--- src/rtl/store_buffer_pkg.sv ---
// Shared types for the store buffer: ACU packet, buffer entry, head view and MEM size codes.
package store_buffer_pkg;

  localparam int unsigned XLEN        = 32;
  localparam int unsigned ROB_TAG_LEN = 5;

  localparam logic [1:0] MEM_SIZE_BYTE = 2'b00;
  localparam logic [1:0] MEM_SIZE_HALF = 2'b01;
  localparam logic [1:0] MEM_SIZE_WORD = 2'b10;

  typedef struct packed {
    logic                   valid;
    logic [XLEN-1:0]        address;
    logic [XLEN-1:0]        data;
    logic [1:0]             mem_size;
    logic [ROB_TAG_LEN-1:0] rob_tag;
  } SB_PACKET;

  typedef struct packed {
    logic                   valid;
    logic                   committed;
    logic [XLEN-1:0]        address;
    logic [XLEN-1:0]        data;
    logic [1:0]             mem_size;
    logic [ROB_TAG_LEN-1:0] rob_tag;
  } SB_ENTRY;

  typedef struct packed {
    logic [XLEN-1:0]        address;
    logic [XLEN-1:0]        data;
    logic [1:0]             mem_size;
    logic [ROB_TAG_LEN-1:0] rob_tag;
  } SB_HEAD;

endpackage

--- src/rtl/sb_fwd_match.sv ---
// Youngest-first address match over the store buffer; only built with STORE_BUFFER_FORWARD_EN.
`ifdef STORE_BUFFER_FORWARD_EN
module sb_fwd_match
  import store_buffer_pkg::*;
#(
  parameter int unsigned SB_DEPTH   = 4,
  parameter int unsigned SB_IDX_LEN = $clog2(SB_DEPTH)
) (
  input  logic [SB_DEPTH-1:0]   cand_i,
  input  logic [XLEN-1:0]       address_i [SB_DEPTH],
  input  logic [XLEN-1:0]       data_i    [SB_DEPTH],
  input  logic [SB_IDX_LEN-1:0] head_ptr_i,
  input  logic [XLEN-1:0]       fwd_address_i,
  output logic                  fwd_hit_o,
  output logic [XLEN-1:0]       fwd_data_o
);

  logic [SB_IDX_LEN-1:0] idx;

  // Walk oldest to youngest so the last match seen (the youngest) wins.
  always_comb begin
    fwd_hit_o  = 1'b0;
    fwd_data_o = '0;
    idx        = head_ptr_i;
    for (int unsigned k = 0; k < SB_DEPTH; k++) begin
      idx = head_ptr_i + k[SB_IDX_LEN-1:0];
      if (cand_i[idx] && (address_i[idx] == fwd_address_i)) begin
        fwd_hit_o  = 1'b1;
        fwd_data_o = data_i[idx];
      end
    end
  end

endmodule
`endif

--- src/rtl/store_buffer.sv ---
// In-order store buffer: allocate from ACU, commit from ROB, drain committed stores to MEM.
// Optional store-to-load forwarding is enabled by defining STORE_BUFFER_FORWARD_EN.
module store_buffer
  import store_buffer_pkg::*;
#(
  parameter int unsigned SB_DEPTH   = 4,
  parameter int unsigned SB_IDX_LEN = $clog2(SB_DEPTH)
) (
  input  logic                   clock,
  input  logic                   reset,
  input  SB_PACKET               sb_packet_in,
  input  logic                   alloc_enable,
  input  logic                   commit_enable,
  input  logic                   squash,
  input  logic                   mem_busy,
`ifdef STORE_BUFFER_FORWARD_EN
  input  logic [XLEN-1:0]        fwd_address,
  output logic                   fwd_hit,
  output logic [XLEN-1:0]        fwd_data,
`endif
  output logic                   full,
  output logic                   pending_stores,
  output logic                   write_mem,
  output logic [XLEN-1:0]        store_address,
  output logic [XLEN-1:0]        store_data,
  output logic [1:0]             store_size,
  output logic [ROB_TAG_LEN-1:0] store_rob_tag
);

  localparam logic [SB_IDX_LEN:0]   CntOne  = (SB_IDX_LEN+1)'(1);
  localparam logic [SB_IDX_LEN:0]   CntFull = (SB_IDX_LEN+1)'(SB_DEPTH);
  localparam logic [SB_IDX_LEN-1:0] PtrOne  = SB_IDX_LEN'(1);

  SB_ENTRY               entries_q [SB_DEPTH];
  SB_ENTRY               entries_d [SB_DEPTH];
  logic [SB_IDX_LEN-1:0] head_ptr_q, head_ptr_d, tail_ptr_q, tail_ptr_d, commit_idx;
  logic [SB_IDX_LEN:0]   count_q, count_d, commit_count_q, commit_count_d;
  SB_HEAD                last_q, last_d, head_view;
  logic                  alloc_req, alloc_ok, commit_ok, pop;

  assign full           = (count_q == CntFull);
  assign pending_stores = (count_q != '0);
  assign write_mem      = entries_q[head_ptr_q].valid && entries_q[head_ptr_q].committed &&
                          !mem_busy;

  assign alloc_req  = alloc_enable && sb_packet_in.valid && !squash;
  assign alloc_ok   = alloc_req && !full;
  assign commit_ok  = commit_enable && (commit_count_q < count_q);
  assign pop        = write_mem;
  assign commit_idx = head_ptr_q + commit_count_q[SB_IDX_LEN-1:0];

  // Empty buffer keeps presenting the last popped store.
  always_comb begin
    if (count_q != '0) begin
      head_view = '{address:  entries_q[head_ptr_q].address,
                    data:     entries_q[head_ptr_q].data,
                    mem_size: entries_q[head_ptr_q].mem_size,
                    rob_tag:  entries_q[head_ptr_q].rob_tag};
    end else begin
      head_view = last_q;
    end
  end

  assign store_address = head_view.address;
  assign store_data    = head_view.data;
  assign store_size    = head_view.mem_size;
  assign store_rob_tag = head_view.rob_tag;

  always_comb begin
    entries_d      = entries_q;
    head_ptr_d     = head_ptr_q;
    tail_ptr_d     = tail_ptr_q;
    count_d        = count_q;
    commit_count_d = commit_count_q;
    last_d         = last_q;

    if (commit_ok) begin
      entries_d[commit_idx].committed = 1'b1;
      commit_count_d                  = commit_count_d + CntOne;
    end

    if (pop) begin
      entries_d[head_ptr_q].valid     = 1'b0;
      entries_d[head_ptr_q].committed = 1'b0;
      head_ptr_d                      = head_ptr_q + PtrOne;
      count_d                         = count_d - CntOne;
      commit_count_d                  = commit_count_d - CntOne;
      last_d = '{address:  entries_q[head_ptr_q].address,
                 data:     entries_q[head_ptr_q].data,
                 mem_size: entries_q[head_ptr_q].mem_size,
                 rob_tag:  entries_q[head_ptr_q].rob_tag};
    end

    if (alloc_ok) begin
      entries_d[tail_ptr_q] = '{valid:     1'b1,
                                committed: 1'b0,
                                address:   sb_packet_in.address,
                                data:      sb_packet_in.data,
                                mem_size:  sb_packet_in.mem_size,
                                rob_tag:   sb_packet_in.rob_tag};
      tail_ptr_d            = tail_ptr_q + PtrOne;
      count_d               = count_d + CntOne;
    end

    // Squash sees this edge's commit and pop; only committed stores survive.
    if (squash) begin
      for (int unsigned i = 0; i < SB_DEPTH; i++) begin
        if (!entries_d[i[SB_IDX_LEN-1:0]].committed) begin
          entries_d[i[SB_IDX_LEN-1:0]].valid = 1'b0;
        end
      end
      tail_ptr_d = head_ptr_d + commit_count_d[SB_IDX_LEN-1:0];
      count_d    = commit_count_d;
    end
  end

  always_ff @(posedge clock or negedge reset) begin
    if (!reset) begin
      entries_q      <= '{default: '0};
      head_ptr_q     <= '0;
      tail_ptr_q     <= '0;
      count_q        <= '0;
      commit_count_q <= '0;
      last_q         <= '0;
    end else begin
      entries_q      <= entries_d;
      head_ptr_q     <= head_ptr_d;
      tail_ptr_q     <= tail_ptr_d;
      count_q        <= count_d;
      commit_count_q <= commit_count_d;
      last_q         <= last_d;
    end
  end

  always_ff @(posedge clock) begin
    if (reset) begin
      assert (!(alloc_req && full))
        else $warning("store_buffer: allocation while full dropped");
      assert (!(commit_enable && !commit_ok))
        else $warning("store_buffer: commit with no uncommitted store ignored");
    end
  end

`ifdef STORE_BUFFER_FORWARD_EN
  logic [SB_DEPTH-1:0] fwd_cand;
  logic [XLEN-1:0]     fwd_addr_arr [SB_DEPTH];
  logic [XLEN-1:0]     fwd_data_arr [SB_DEPTH];

  always_comb begin
    for (int unsigned i = 0; i < SB_DEPTH; i++) begin
      fwd_cand[i]     = entries_q[i].valid && (entries_q[i].mem_size == MEM_SIZE_WORD);
      fwd_addr_arr[i] = entries_q[i].address;
      fwd_data_arr[i] = entries_q[i].data;
    end
  end

  sb_fwd_match #(
    .SB_DEPTH   (SB_DEPTH),
    .SB_IDX_LEN (SB_IDX_LEN)
  ) u_fwd_match (
    .cand_i        (fwd_cand),
    .address_i     (fwd_addr_arr),
    .data_i        (fwd_data_arr),
    .head_ptr_i    (head_ptr_q),
    .fwd_address_i (fwd_address),
    .fwd_hit_o     (fwd_hit),
    .fwd_data_o    (fwd_data)
  );
`endif

endmodule

--- config.mk ---
export PLATFORM = sky130hd
export DESIGN_NAME = store_buffer
export DESIGN_NICKNAME = d
export VERILOG_FILES = /design/src/rtl/store_buffer_pkg.sv /design/src/rtl/sb_fwd_match.sv /design/src/rtl/store_buffer.sv
export SDC_FILE = /design/constraint.sdc
export NUM_CORES = 1
export LEC_CHECK = 0
export ABC_AREA = 1
export CORE_MARGIN = 10
export CORE_UTILIZATION = 55
export DETAILED_ROUTE_END_ITERATION = 16
export GPL_TIMING_DRIVEN = 0
export PLACE_DENSITY = 0.77
export SETUP_SLACK_MARGIN = 0.15
export SYNTH_ARGS = -nofsm -noshare
export SYNTH_HDL_FRONTEND = slang
export SYNTH_SLANG_ARGS = --single-unit
--- constraint.sdc ---
create_clock -name clock -period 2.5 [get_ports clock]
set_input_delay 0.375 -clock clock [delete_from_list [all_inputs] [get_ports clock]]
set_output_delay 0.375 -clock clock [all_outputs]
set_load 0.05 [all_outputs]
==> qor.csv <==
metric,value,unit
Syn Nets,2116,
outcome,"complete, but fails checks",
clock tree buffer depth,3,
"Cell Area, Synth",0.0169,mm2
post-route setup slack,-0.210,ns
Die H,195,um
critical path type,flop to output port,
Total GRT Usage,33.1,%
# setup viols final,72,
initial antenna violation count,2,
Clock Tree Root,clkbuf_16,
initial core utilization,55.4,%
leading area contributor after synthesis,dfrtp_1,
clk sinks,373,
setup_tns,-9.10,ns
Via density,6.27,
"top cells by area, synth","dfrtp_1 (55%), o21ai_0 (15%), nand2_1 (11%)",
"Max FO, Critical Path",10,
Max Cap Viol,0,
residual DRC count,0,
Nets,2361,
Post-synth ARST share,100,%
Syn Inst Count,2021,
Fin. Hold Viols,0,
max-slew violations,0,
non-filler cells in the finished layout,2694,
pwr/cell area,1790,mW/mm2
Lkg Pwr,10.7,nW
RSZ-0062 raised after global routing,true,
crit path DAT,2.33,ns
routed length per placed instance,25.0,um
CTS tree,built,
Tightest Hold Check Type,input port to asynchronous set/reset pin,
total number of vias,16900,
# rows,64,
Achievable Freq,369,MHz
"Data required, critical path",2.12,ns
"Non-Filler Cell Area, Final",0.0224,mm2
post-synth top area share,55.4,%
synthesis-stage register bit count,373,
IO Count,152,
Overflow after GRT,0,
dpl cells,2571,
worst reg2reg startpoint,count_q[0],
routed wl met2,29700,um
crit start category,flop,
met1 WL,24400,um
violated checks,setup timing,
top layer in use,met5,
Least-Margin Pin Slew,0.918,ns
worst skew pair latency,0.55,ns
Slowest Stage Delay on Critical Path,0.41,ns
WL final,67300,um
Hold Worst Slack,0.271,ns
Post-synth top cells,"o21ai_0 (505), nand2_1 (478), dfrtp_1 (373)",
die area,0.0381,mm2
Met3 Wirelength,8320,um
drt first pass iters,6,
Initial DRC Count,2477,
crit path launch,head_ptr_q[0],
first-pass GRT wire length,97800,um
Worst VDD drop,1680,uV
antenna cells,0,
Avg Synthesized Cell Area,8.34,um2
dpl cell area,0.0190,mm2
Tmin final,2.71,ns
CTS clock-pin slew for the worst setup and hold paths,0.06,ns
clock skew,0.0158,ns
Yosys cell types,30,
crit path max-delay cell type,dfrtp_2,
prevailing post-synth register cell,dfrtp_1,
core area,0.0304,mm2
post-DP HPWL,41600,um
layout cells sized above 1,21.5,%
ANT nets after route,0,
"EDFF count, synth",0,
area delta synth->final,32.9,%
number of synthesis warnings,0,
max_slew headroom,38.8,%
number of buffers created by CTS,40,
Die Wd,195,um
worst-path cell chain,buf_12 -> buf_4 -> clkbuf_4 -> nor2_1 -> o22ai_4 -> nand2_1 -> o21ai_2 -> buf_6,
H-tree levels,2,
top-count cell post-synth,o21ai_0,
kind of end point of the critical path,output port,
RePlAce Congestion,0.965,
"Seq/Total Area, Yosys",55.4,%
vias in the first global route,16500,
largest net degree at the start of global routing,125,
Final Cycle Share,108,%
PortBufs,151,
[worst paths after layout]
path / end / slack (ns) / depth (start not counted)
max reg2reg: entries_q[59] / 0.12 / 8
min reg2reg: entries_q[196] / 0.48 / 2
min in group clock: entries_q[124] / 0.44 / 3
min: commit_count_q[2] / 0.27 / 2
max in group asynchronous: last_q[49] / 0.80 / 4
max: store_data[8] / -0.21 / 8
[cell usage in the layout (no fill, tap or decap), types with 13 or more instances in the layout]
cell,n
buf_2,22
o22ai_2,61
nor2_2,13
clkbuf_2,24
ha_1,14
dfrtp_1,372
buf_12,13
o21ai_1,103
clkbuf_1,20
clkbuf_4,21
clkdlybuf4s50_1,76
inv_1,169
o21ai_0,415
clkbuf_16,50
nand2_1,470
nor2_1,126
o21ai_2,54
buf_4,67
buf_6,88
[power breakdown]
part	total, mW	internal, mW	switching [mW]
Sequential	10.4	8.82	1.53
Combinational	23.1	8.45	14.6
Clock	6.79	4.20	2.59
Total	40.2	21.5	18.7
[metal layers]
metal	up-vias	GRT usage (%)
li1	7112	-
met1	8180	41.9
met2	1260	50.9
met3	333	8.26
met4	2	19.2
met5	-	0
[state kept, by name (all words and copies together), names as in the netlist]
name	flops
commit_count_q	3
count_q	3
entries_q	292
head_ptr_q	2
last_q	71
tail_ptr_q	2
[cells by family after synthesis]
logic type	share of synthesized area (%)
buf+inv	7.95
flops	55.4
fa+ha+maj	1.26
simple gates	14.9
xor+xnor	0.408
compound gates	20.1
[per-stage QoR]
step,power [mW],worst slack (ns),util (%)
global route,42.0,-0.211,73.6
global placement,27.8,-15.13,62.0
CTS,36.8,-0.200,69.5
finish,40.2,-0.210,73.6
detailed placement,28.3,-1.23,62.3
floorplan,21.9,-0.141,-
[final cells by class]
type | count | area, um2
flip-flops and latches | 373 | 9340
fillers | 2152 | 8020
multi-input cells | 1332 | 7040
repair buffers | 203 | 2230
clock buffers | 56 | 1200
plain buffers | 142 | 1130
inverters | 174 | 668
well taps | 396 | 495
clock inverters | 18 | 310
[critical path, delay by kind of cell (launching register included)]
family / cells / cell delay, ns
buffers and inverters: 4 / 0.86
DFF: 1 / 0.41
AOI/OAI and AO/OA: 2 / 0.30
and+or+nand+nor: 2 / 0.21
[timing repair]
item,in CTS,in global routing
resized for setup,682,273
setup buffers,6,34
pin swaps,29,85
cloned,0,8
endpoints found under the hold margin,25,0
hold buffers,1,0
endpoints found under the setup margin,85,284
(Power assumes the default switching activity.)
